File: config.mk
export PLATFORM = sky130hd
export DESIGN_NAME = fcb_rfu_be_fifo_flat
export DESIGN_NICKNAME = d
export VERILOG_FILES = /design/src/rtl/fcb_rfu_be_fifo_if.sv /design/src/rtl/fcb_rfu_be_fifo.sv /design/src/flat_wrapper.sv
export SDC_FILE = /design/constraint.sdc
export NUM_CORES = 1
export LEC_CHECK = 0
export CAP_MARGIN = 0
export CELL_PAD_IN_SITES_DETAIL_PLACEMENT = 0
export CELL_PAD_IN_SITES_GLOBAL_PLACEMENT = 1
export CORE_ASPECT_RATIO = 1.5
export CORE_MARGIN = 10
export CORE_UTILIZATION = 46
export CTS_BUF_LIST = sky130_fd_sc_hd__clkbuf_4 sky130_fd_sc_hd__clkbuf_8 sky130_fd_sc_hd__clkbuf_16
export DETAILED_ROUTE_END_ITERATION = 6
export PLACE_DENSITY = 0.83
export SYNTH_ARGS = -nofsm -noshare
export SYNTH_HDL_FRONTEND = slang
export SYNTH_SLANG_ARGS = --single-unit
File: constraint.sdc
create_clock -name fifo_clk -period 2.3 [get_ports fifo_clk]
set_input_delay 0.46 -clock fifo_clk [delete_from_list [all_inputs] [get_ports fifo_clk]]
set_output_delay 0.46 -clock fifo_clk [all_outputs]
set_load 0.1 [all_outputs]
File: src/rtl/fcb_rfu_be_fifo_if.sv
// Bundle of the FCB RFU byte-enable FIFO request and status signals.
// The master modport is the register-interface side, the slave modport is the FIFO.
interface fcb_rfu_be_fifo_if #(
  parameter int DEPTH_BITS = 2,
  parameter int BYTE_LANES = 4
);
  localparam int DW = 8 * BYTE_LANES;

  logic                  fifo_flush;
  logic                  fifo_wr_en;
  logic [BYTE_LANES-1:0] fifo_wr_be;
  logic [DW-1:0]         fifo_wr_data;
  logic                  fifo_rd_en;
  logic                  fifo_err_clr;

  logic [DW-1:0]         fifo_rd_data;
  logic [DEPTH_BITS:0]   fifo_level;
  logic                  fifo_empty_flag;
  logic                  fifo_empty_p1_flag;
  logic                  fifo_full_flag;
  logic                  fifo_full_m1_flag;
  logic                  fifo_almost_full;
  logic                  fifo_almost_empty;
  logic                  fifo_overflow;
  logic                  fifo_underflow;

  modport master (
    output fifo_flush, fifo_wr_en, fifo_wr_be, fifo_wr_data, fifo_rd_en, fifo_err_clr,
    input  fifo_rd_data, fifo_level, fifo_empty_flag, fifo_empty_p1_flag,
           fifo_full_flag, fifo_full_m1_flag, fifo_almost_full, fifo_almost_empty,
           fifo_overflow, fifo_underflow
  );

  modport slave (
    input  fifo_flush, fifo_wr_en, fifo_wr_be, fifo_wr_data, fifo_rd_en, fifo_err_clr,
    output fifo_rd_data, fifo_level, fifo_empty_flag, fifo_empty_p1_flag,
           fifo_full_flag, fifo_full_m1_flag, fifo_almost_full, fifo_almost_empty,
           fifo_overflow, fifo_underflow
  );
endinterface

File: src/rtl/fcb_rfu_be_fifo.sv
// Register-file FIFO with per-byte write enables, guarded push/pop, sticky
// overflow/underflow, synchronous flush, level output and threshold flags.
// Read side is fall-through: the head slot is always visible on rd_data.
module fcb_rfu_be_fifo #(
  parameter int DEPTH_BITS   = 2,
  parameter int BYTE_LANES   = 4,
  parameter int BE_ZERO_FILL = 0,
  parameter int AFULL_LVL    = (1 << DEPTH_BITS) - 1,
  parameter int AEMPTY_LVL   = 1
) (
  input  logic              fifo_clk,
  input  logic              fifo_rst_n,
  fcb_rfu_be_fifo_if.slave  bus
);
  localparam int DEPTH = 1 << DEPTH_BITS;
  localparam int DW    = 8 * BYTE_LANES;
  localparam int LVL_W = DEPTH_BITS + 1;

  localparam logic [LVL_W-1:0] LVL_DEPTH = LVL_W'(DEPTH);
  localparam logic [LVL_W-1:0] LVL_DM1   = LVL_W'(DEPTH - 1);
  localparam logic [LVL_W-1:0] LVL_AF    = LVL_W'(AFULL_LVL);
  localparam logic [LVL_W-1:0] LVL_AE    = LVL_W'(AEMPTY_LVL);
  localparam logic [LVL_W-1:0] LVL_ONE   = LVL_W'(1);
  localparam logic [DEPTH_BITS-1:0] PTR_ONE = DEPTH_BITS'(1);

  logic [DEPTH_BITS-1:0] wr_ptr_q, wr_ptr_d;
  logic [DEPTH_BITS-1:0] rd_ptr_q, rd_ptr_d;
  logic [LVL_W-1:0]      level_q, level_d;
  logic                  overflow_q, overflow_d;
  logic                  underflow_q, underflow_d;

  logic [DW-1:0]         mem_q [DEPTH];
  logic [DW-1:0]         wr_word_d;
  logic                  mem_we;

  logic                  empty;
  logic                  full;
  logic                  pop_acc;
  logic                  push_acc;

  // Full/empty come from the level counter only, never from pointer compare.
  assign empty = (level_q == '0);
  assign full  = (level_q == LVL_DEPTH);

  // Qualify requests; a pop frees a slot so a push alongside it is legal when full.
  always_comb begin
    pop_acc  = bus.fifo_rd_en & ~empty;
    push_acc = bus.fifo_wr_en & (~full | pop_acc);
    mem_we   = push_acc & ~bus.fifo_flush;
  end

  // Next-state for pointers, level and sticky errors; flush overrides requests.
  always_comb begin
    wr_ptr_d    = wr_ptr_q;
    rd_ptr_d    = rd_ptr_q;
    level_d     = level_q;
    overflow_d  = overflow_q & ~bus.fifo_err_clr;
    underflow_d = underflow_q & ~bus.fifo_err_clr;
    if (bus.fifo_flush) begin
      wr_ptr_d = '0;
      rd_ptr_d = '0;
      level_d  = '0;
    end else begin
      if (push_acc) wr_ptr_d = wr_ptr_q + PTR_ONE;
      if (pop_acc)  rd_ptr_d = rd_ptr_q + PTR_ONE;
      if (push_acc & ~pop_acc) level_d = level_q + LVL_ONE;
      if (pop_acc & ~push_acc) level_d = level_q - LVL_ONE;
      // Set has priority over a same-cycle err_clr.
      if (bus.fifo_wr_en & ~push_acc) overflow_d  = 1'b1;
      if (bus.fifo_rd_en & ~pop_acc)  underflow_d = 1'b1;
    end
  end

  // Merge the pushed lanes with zero-fill or the slot's stale bytes.
  always_comb begin
    wr_word_d = '0;
    for (int i = 0; i < BYTE_LANES; i++) begin
      if (bus.fifo_wr_be[i])
        wr_word_d[8*i +: 8] = bus.fifo_wr_data[8*i +: 8];
      else if (BE_ZERO_FILL != 0)
        wr_word_d[8*i +: 8] = 8'h00;
      else
        wr_word_d[8*i +: 8] = mem_q[wr_ptr_q][8*i +: 8];
    end
  end

  // Control state: asynchronous active-low reset.
  always_ff @(posedge fifo_clk or negedge fifo_rst_n) begin
    if (!fifo_rst_n) begin
      wr_ptr_q    <= '0;
      rd_ptr_q    <= '0;
      level_q     <= '0;
      overflow_q  <= 1'b0;
      underflow_q <= 1'b0;
    end else begin
      wr_ptr_q    <= wr_ptr_d;
      rd_ptr_q    <= rd_ptr_d;
      level_q     <= level_d;
      overflow_q  <= overflow_d;
      underflow_q <= underflow_d;
    end
  end

  // Storage array is deliberately not reset.
  always_ff @(posedge fifo_clk) begin
    if (mem_we) mem_q[wr_ptr_q] <= wr_word_d;
  end

  assign bus.fifo_rd_data       = mem_q[rd_ptr_q];
  assign bus.fifo_level         = level_q;
  assign bus.fifo_empty_flag    = empty;
  assign bus.fifo_empty_p1_flag = (level_q == LVL_ONE);
  assign bus.fifo_full_flag     = full;
  assign bus.fifo_full_m1_flag  = (level_q == LVL_DM1);
  assign bus.fifo_almost_full   = (level_q >= LVL_AF);
  assign bus.fifo_almost_empty  = (level_q <= LVL_AE);
  assign bus.fifo_overflow      = overflow_q;
  assign bus.fifo_underflow     = underflow_q;
endmodule

File: src/flat_wrapper.sv
// flat-port wrapper written by rule: the top's interface ports become plain ports
module fcb_rfu_be_fifo_flat 
#(
  parameter int DEPTH_BITS   = 2,
  parameter int BYTE_LANES   = 4,
  parameter int BE_ZERO_FILL = 0,
  parameter int AFULL_LVL    = (1 << DEPTH_BITS) - 1,
  parameter int AEMPTY_LVL   = 1
)
  (fifo_clk, fifo_rst_n, bus_fifo_flush, bus_fifo_wr_en, bus_fifo_wr_be, bus_fifo_wr_data, bus_fifo_rd_en, bus_fifo_err_clr, bus_fifo_rd_data, bus_fifo_level, bus_fifo_empty_flag, bus_fifo_empty_p1_flag, bus_fifo_full_flag, bus_fifo_full_m1_flag, bus_fifo_almost_full, bus_fifo_almost_empty, bus_fifo_overflow, bus_fifo_underflow);
  fcb_rfu_be_fifo_if #(.DEPTH_BITS(DEPTH_BITS), .BYTE_LANES(BYTE_LANES)) bus_i ();
  input  logic fifo_clk;
  input  logic fifo_rst_n;
  input wire logic [$bits(bus_i.fifo_flush)-1:0] bus_fifo_flush;
  input wire logic [$bits(bus_i.fifo_wr_en)-1:0] bus_fifo_wr_en;
  input wire logic [$bits(bus_i.fifo_wr_be)-1:0] bus_fifo_wr_be;
  input wire logic [$bits(bus_i.fifo_wr_data)-1:0] bus_fifo_wr_data;
  input wire logic [$bits(bus_i.fifo_rd_en)-1:0] bus_fifo_rd_en;
  input wire logic [$bits(bus_i.fifo_err_clr)-1:0] bus_fifo_err_clr;
  output wire logic [$bits(bus_i.fifo_rd_data)-1:0] bus_fifo_rd_data;
  output wire logic [$bits(bus_i.fifo_level)-1:0] bus_fifo_level;
  output wire logic [$bits(bus_i.fifo_empty_flag)-1:0] bus_fifo_empty_flag;
  output wire logic [$bits(bus_i.fifo_empty_p1_flag)-1:0] bus_fifo_empty_p1_flag;
  output wire logic [$bits(bus_i.fifo_full_flag)-1:0] bus_fifo_full_flag;
  output wire logic [$bits(bus_i.fifo_full_m1_flag)-1:0] bus_fifo_full_m1_flag;
  output wire logic [$bits(bus_i.fifo_almost_full)-1:0] bus_fifo_almost_full;
  output wire logic [$bits(bus_i.fifo_almost_empty)-1:0] bus_fifo_almost_empty;
  output wire logic [$bits(bus_i.fifo_overflow)-1:0] bus_fifo_overflow;
  output wire logic [$bits(bus_i.fifo_underflow)-1:0] bus_fifo_underflow;
  assign bus_i.fifo_flush = bus_fifo_flush;
  assign bus_i.fifo_wr_en = bus_fifo_wr_en;
  assign bus_i.fifo_wr_be = bus_fifo_wr_be;
  assign bus_i.fifo_wr_data = bus_fifo_wr_data;
  assign bus_i.fifo_rd_en = bus_fifo_rd_en;
  assign bus_i.fifo_err_clr = bus_fifo_err_clr;
  assign bus_fifo_rd_data = bus_i.fifo_rd_data;
  assign bus_fifo_level = bus_i.fifo_level;
  assign bus_fifo_empty_flag = bus_i.fifo_empty_flag;
  assign bus_fifo_empty_p1_flag = bus_i.fifo_empty_p1_flag;
  assign bus_fifo_full_flag = bus_i.fifo_full_flag;
  assign bus_fifo_full_m1_flag = bus_i.fifo_full_m1_flag;
  assign bus_fifo_almost_full = bus_i.fifo_almost_full;
  assign bus_fifo_almost_empty = bus_i.fifo_almost_empty;
  assign bus_fifo_overflow = bus_i.fifo_overflow;
  assign bus_fifo_underflow = bus_i.fifo_underflow;
  fcb_rfu_be_fifo #(.DEPTH_BITS(DEPTH_BITS), .BYTE_LANES(BYTE_LANES), .BE_ZERO_FILL(BE_ZERO_FILL), .AFULL_LVL(AFULL_LVL), .AEMPTY_LVL(AEMPTY_LVL)) u_core (.fifo_clk(fifo_clk), .fifo_rst_n(fifo_rst_n), .bus(bus_i));
endmodule
* After elaboration in Yosys (flattened, before gate mapping)
Memory sizes are Yosys's and may differ from the RTL's.
Cells that the tools add are included.
** Storage, ports and cells
- Register bits after elaboration :: 9
- Output and inout bits :: 43
- Memory bits (writable) :: 128
- Memories kept :: 1
- Bits of input ports :: 42
- Word-level logic and storage cells :: 60
** Operators by class
- Add/subtract/negate cells :: 4
- Bitwise logic cells :: 16
- Reduce and logical (&&, ||, !) cells :: 8
- Multiplexer cells :: 17
- Magnitude comparators :: 2
- Eq/ne operators :: 7
** Memories
- u_core.mem_q :: depth 4, bits a word 32, read ports 1, clocked after memory_dff 0, wr ports 1, RTL line fcb_rfu_be_fifo.sv:32 : logic [DW-1:0] mem_q [DEPTH];
** Operators by type and width (number)
- $mux 8 :: 4
- $and 1x1->1 :: 9
- $mux 3 :: 3
- $mux 2 :: 4
- $reduce_and 2->1 :: 4
- $mux 1 :: 6
- $not 1->1 :: 6
- $add 2x1->2 const B :: 2
- $ne 1x1->1 const B :: 4
- $reduce_bool 2->1 :: 2
- $add 3x1->3 const B :: 1
- $eq 3x1->1 const B :: 1
- $eq 3x2->1 const B :: 1
- $eq 3x3->1 const B :: 1
- $ge 3x2->1 const B :: 1
- $le 3x1->1 const B :: 1
- $logic_not 3->1 :: 1
- $reduce_bool 3->1 :: 1
- $sub 3x1->3 const B :: 1
- $or 1x1->1 :: 1

* Depth between registers and ports, before layout
- Depth in word-level cells :: 9
- Mapped depth :: 7

* Worst setup path before layout
OpenSTA, ideal clock, no wires.
- Kind :: register to output
- From :: register u_core.level_q[0] (netlist: u_core.bus.fifo_level[0])
- To :: output bus_fifo_almost_full
- Path slack :: -1.514 ns
- Cell stages (with the launch flop) :: 3
- Arrival time :: 3.354 ns
- Cells stage by stage :: dfrtp_1 -> inv_1 -> o21ai_0
** On the way
- Longest elaborated chain between the ends :: 1
** Ends and longest elaborated chain
- start, declared :: RTL line fcb_rfu_be_fifo.sv:28 : logic [LVL_W-1:0] level_q, level_d;
- start signal, assigned :: RTL line fcb_rfu_be_fifo.sv:98 : level_q <= level_d;
- $ge 3x2->1 :: RTL line fcb_rfu_be_fifo.sv:115 : assign bus.fifo_almost_full = (level_q >= LVL_AF);
- end, declared :: RTL line flat_wrapper.sv:26 : output wire logic [$bits(bus_i.fifo_almost_full)-1:0] bus_fifo_almost_full;
Every way passes these cells.

* Final worst setup path
- From :: register u_core.rd_ptr_q[0]
- To :: output bus_fifo_rd_data[26]
** On the way
- Longest elaborated chain between the ends :: 1
** Ends and longest elaborated chain
- start, declared :: RTL line fcb_rfu_be_fifo.sv:27 : logic [DEPTH_BITS-1:0] rd_ptr_q, rd_ptr_d;
- start signal, assigned :: RTL line fcb_rfu_be_fifo.sv:97 : rd_ptr_q <= rd_ptr_d;
- $mem_v2 4x32
- end, declared :: RTL line flat_wrapper.sv:20 : output wire logic [$bits(bus_i.fifo_rd_data)-1:0] bus_fifo_rd_data;
Every way passes these cells.

==> results.json <==
{
  "status": "completed",
  "wl_per_cell_um": 20.2,
  "clk_pin_slew_worst_paths_ns": 0.05,
  "multi_input_comb_area_um2": 1260,
  "required_ns": 1.84,
  "fmax_mhz": 444,
  "worstMarginPinSlew_ns": 0.428,
  "arrival_ns": 1.79,
  "io_buffers": 84,
  "postRouteAntennaNets": 0,
  "start_kind": "register",
  "maxSlewViolCount": 0,
  "grt_antenna_before_repair": 0,
  "nets": 413,
  "netlist.top_cell.by_area": "edfxtp_1",
  "cts_sinks": 137,
  "critPathKind": "reg2out",
  "switching_share": 0.357,
  "clock_latency_ns": 0.40,
  "grt_pass1_wl_um": 17000,
  "worst-path-max-fanout": 21,
  "p_seq_frac": 0.327,
  "final-seq-area_um2": 4080,
  "place_congestion": 0.865,
  "grt_pass1_vias": 3144,
  "layout_commonest_cell": "edfxtp_1",
  "cts_buffers": 17,
  "fin_crit_sh": 0.980,
  "cts_buffer_depth": 2,
  "leakage_nw": 2.59,
  "grt_usage": 0.137,
  "grt_max_degree": 33,
  "first_pass_iters": 4,
  "area_delta_synth_final_pct": 39.0,
  "drv_cap": 0,
  "ir_drop_v": 0.000983,
  "slowest_stage": "mux4_2",
  "slew_headroom": 0.714,
  "setup_slack_ns": 0.0458,
  "cts_setup_buffers": 0,
  "wl_um": 10600,
  "core_area_um2": 11500,
  "max_stage_delay_ns": 0.58,
  "syn_nets": 311,
  "post-route-min-period_ns": 2.25,
  "finalSetupViolCount": 0,
  "synthCells": 260,
  "critPathBufInv": 2,
  "start_util": 0.468,
  "crit_path_end_kind": "output pin",
  "synth_top_cell_area_share": 0.716,
  "die_area_um2": 16500,
  "htreeDepth": 4,
  "gr-total-overflow": 0,
  "internal-power_mw": 5.64,
  "yosysUniqueCellTypes": 35,
  "drt_iter0_drc": 178,
  "antenna_cells": 0,
  "cts_root_buffer": "clkbuf_16",
  "syn_avg_cell_area_um2": 20.6,
  "p_comb_frac": 0.383,
  "hold_violations": 0,
  "critical-path-top-delay-family": "multiplexers",
  "final_cell_mix": "edfxtp_1 (128), clkdlybuf4s50_1 (41), buf_12 (40)",
  "ios": 85,
  "drc": 0,
  "vias_per_cell": 5.24,
  "synthTopCellsByArea": "edfxtp_1 (72%), mux4_2 (13%), dfrtp_1 (4.2%)",
  "die_y_um": 152,
  "fin_skew_ns": 0.00764,
  "fin_area_um2": 7460,
  "rows": 48,
  "num_vias": 2748,
  "dp_slack_ns": 0.0376,
  "syn-cell-area_um2": 5370,
  "clkPwrFrac": 0.290,
  "cpMostUsedCell": "buf_12",
  "ctsResizeCount": 5,
  "holdBufCountCts": 0,
  "p_per_area_nw_per_um2": 1180,
  "hp-class": "in2async",
  "die_w_um": 108,
  "crit_path_cell_trace": "buf_12, mux4_2, buf_12",
  "cts_tree": "done",
  "seq_area_frac_synth": 0.758,
  "synth_warnings": 0,
  "ys_ff_latch": 137,
  "power.switching_mw": 3.13,
  "place_area_um2": 6870,
  "drive_gt1_frac": 0.374,
  "fillers": 738,
  "hpwl_um": 7780,
  "rsz0062_at_grt": "true"
}
power groups by stage:
stage                     logic (mW)  registers [mW]  clock network [mW]
after floorplan                 2.06            3.03                   0
after global placement          3.34            2.91                   0
after detailed placement        3.35            2.91                   0
after CTS                       3.38            2.87                2.58
after global routing            3.49            2.88                2.70
final                           3.36            2.87                2.54
kinds of logic (layout without fill, tap and decap cells):
family,count (synthesis),after routing,share of synthesized area
multiplexers,33,33,0.136
adder cells (fa/ha/maj),9,9,0.0210
AND/OR/NAND/NOR,42,42,0.0443
XOR/XNOR,3,3,0.00490
buffers and inverters,22,136,0.0175
AO/OA/AOI/OAI,14,14,0.0177
flip-flops,137,137,0.758
final timing paths:
kind / start / endpoint / slack [ns] / cells past startpoint
max: u_core.rd_ptr_q[0] / bus_fifo_rd_data[26] / 0.05 / 3
min: fifo_rst_n / u_core.wr_ptr_q[1] / 0.36 / 1
max reg2reg: u_core.bus.fifo_level[1] / u_core.bus.fifo_level[2] / 0.21 / 7
min reg2reg: u_core.bus.fifo_underflow / u_core.bus.fifo_underflow / 0.53 / 2
max in group asynchronous: fifo_rst_n / u_core.bus.fifo_level[1] / 1.60 / 1
min in group fifo_clk: u_core.bus.fifo_underflow / u_core.bus.fifo_underflow / 0.53 / 2
synth_stat cells:
master	n
nor3_1	1
o22ai_1	1
and3_1	16
inv_1	10
a221oi_1	1
ha_1	9
nor2_1	7
or4b_1	1
o32ai_1	2
a311oi_1	1
mux2i_1	1
or2b_2	1
a31oi_1	1
and2_1	1
nand3_1	4
mux4_2	32
clkbuf_2	1
xnor2_1	2
inv_2	1
nand3b_1	1
edfxtp_1	128
o211ai_1	1
o21ai_0	1
xor2_1	1
nor4_1	1
clkbuf_1	4
nor2b_1	3
and4b_1	1
dfrtp_1	9
o31ai_1	1
buf_2	5
buf_4	1
nand2_1	5
a21oi_1	4
a21o_1	1
final cells by class:
type                            instances  share of cell area
Clock buffer                           18              0.0581
Clock inverter                         13              0.0174
Inverter                               11             0.00671
Multi-Input combinational cell        101               0.170
Sequential cell                       137               0.547
Tap cell                              150              0.0252
Timing Repair Buffer                   94               0.176
metrics by stage:
stage / instances / power [mW] / TNS [ns] / utilization / hold slack (ns)
2_1_floorplan: 260 / 5.09 / 0 / - / 0.164
3_3_place_gp: 493 / 6.24 / 0 / 0.599 / 0.523
3_5_place_dp: 493 / 6.26 / 0 / 0.599 / 0.523
4_1_cts: 524 / 8.82 / 0 / 0.649 / 0.362
5_1_grt: 524 / 9.07 / -0.303 / 0.650 / 0.367
6_report: 524 / 8.76 / 0 / 0.650 / 0.361
worst reg2reg max path, stage by stage (launching register included):
cell	delay, ns
dfrtp_4	0.45
clkinvlp_4	0.18
ha_4	0.21
buf_4	0.14
or4b_1	0.51
a21oi_1	0.18
o22ai_1	0.12
and4b_1	0.19
sequential cells by signal, indices dropped and copies added, names as in the netlist:
signal                     cells
u_core.mem_q                 128
u_core.bus.fifo_level          3
u_core.rd_ptr_q                2
u_core.wr_ptr_q                2
u_core.bus.fifo_overflow       1
u_core.bus.fifo_underflow      1
per-layer routing:
metal | up-vias | track usage | wire length (µm)
met1 | 1395 | 0.140 | 3750
met3 | 6 | 0.0559 | 717
li1 | 1264 | - | -
met5 | - | 0 | 0
met2 | 83 | 0.237 | 5960
met4 | 0 | 0.0556 | 131
Power figures use the tool's default switching activity.
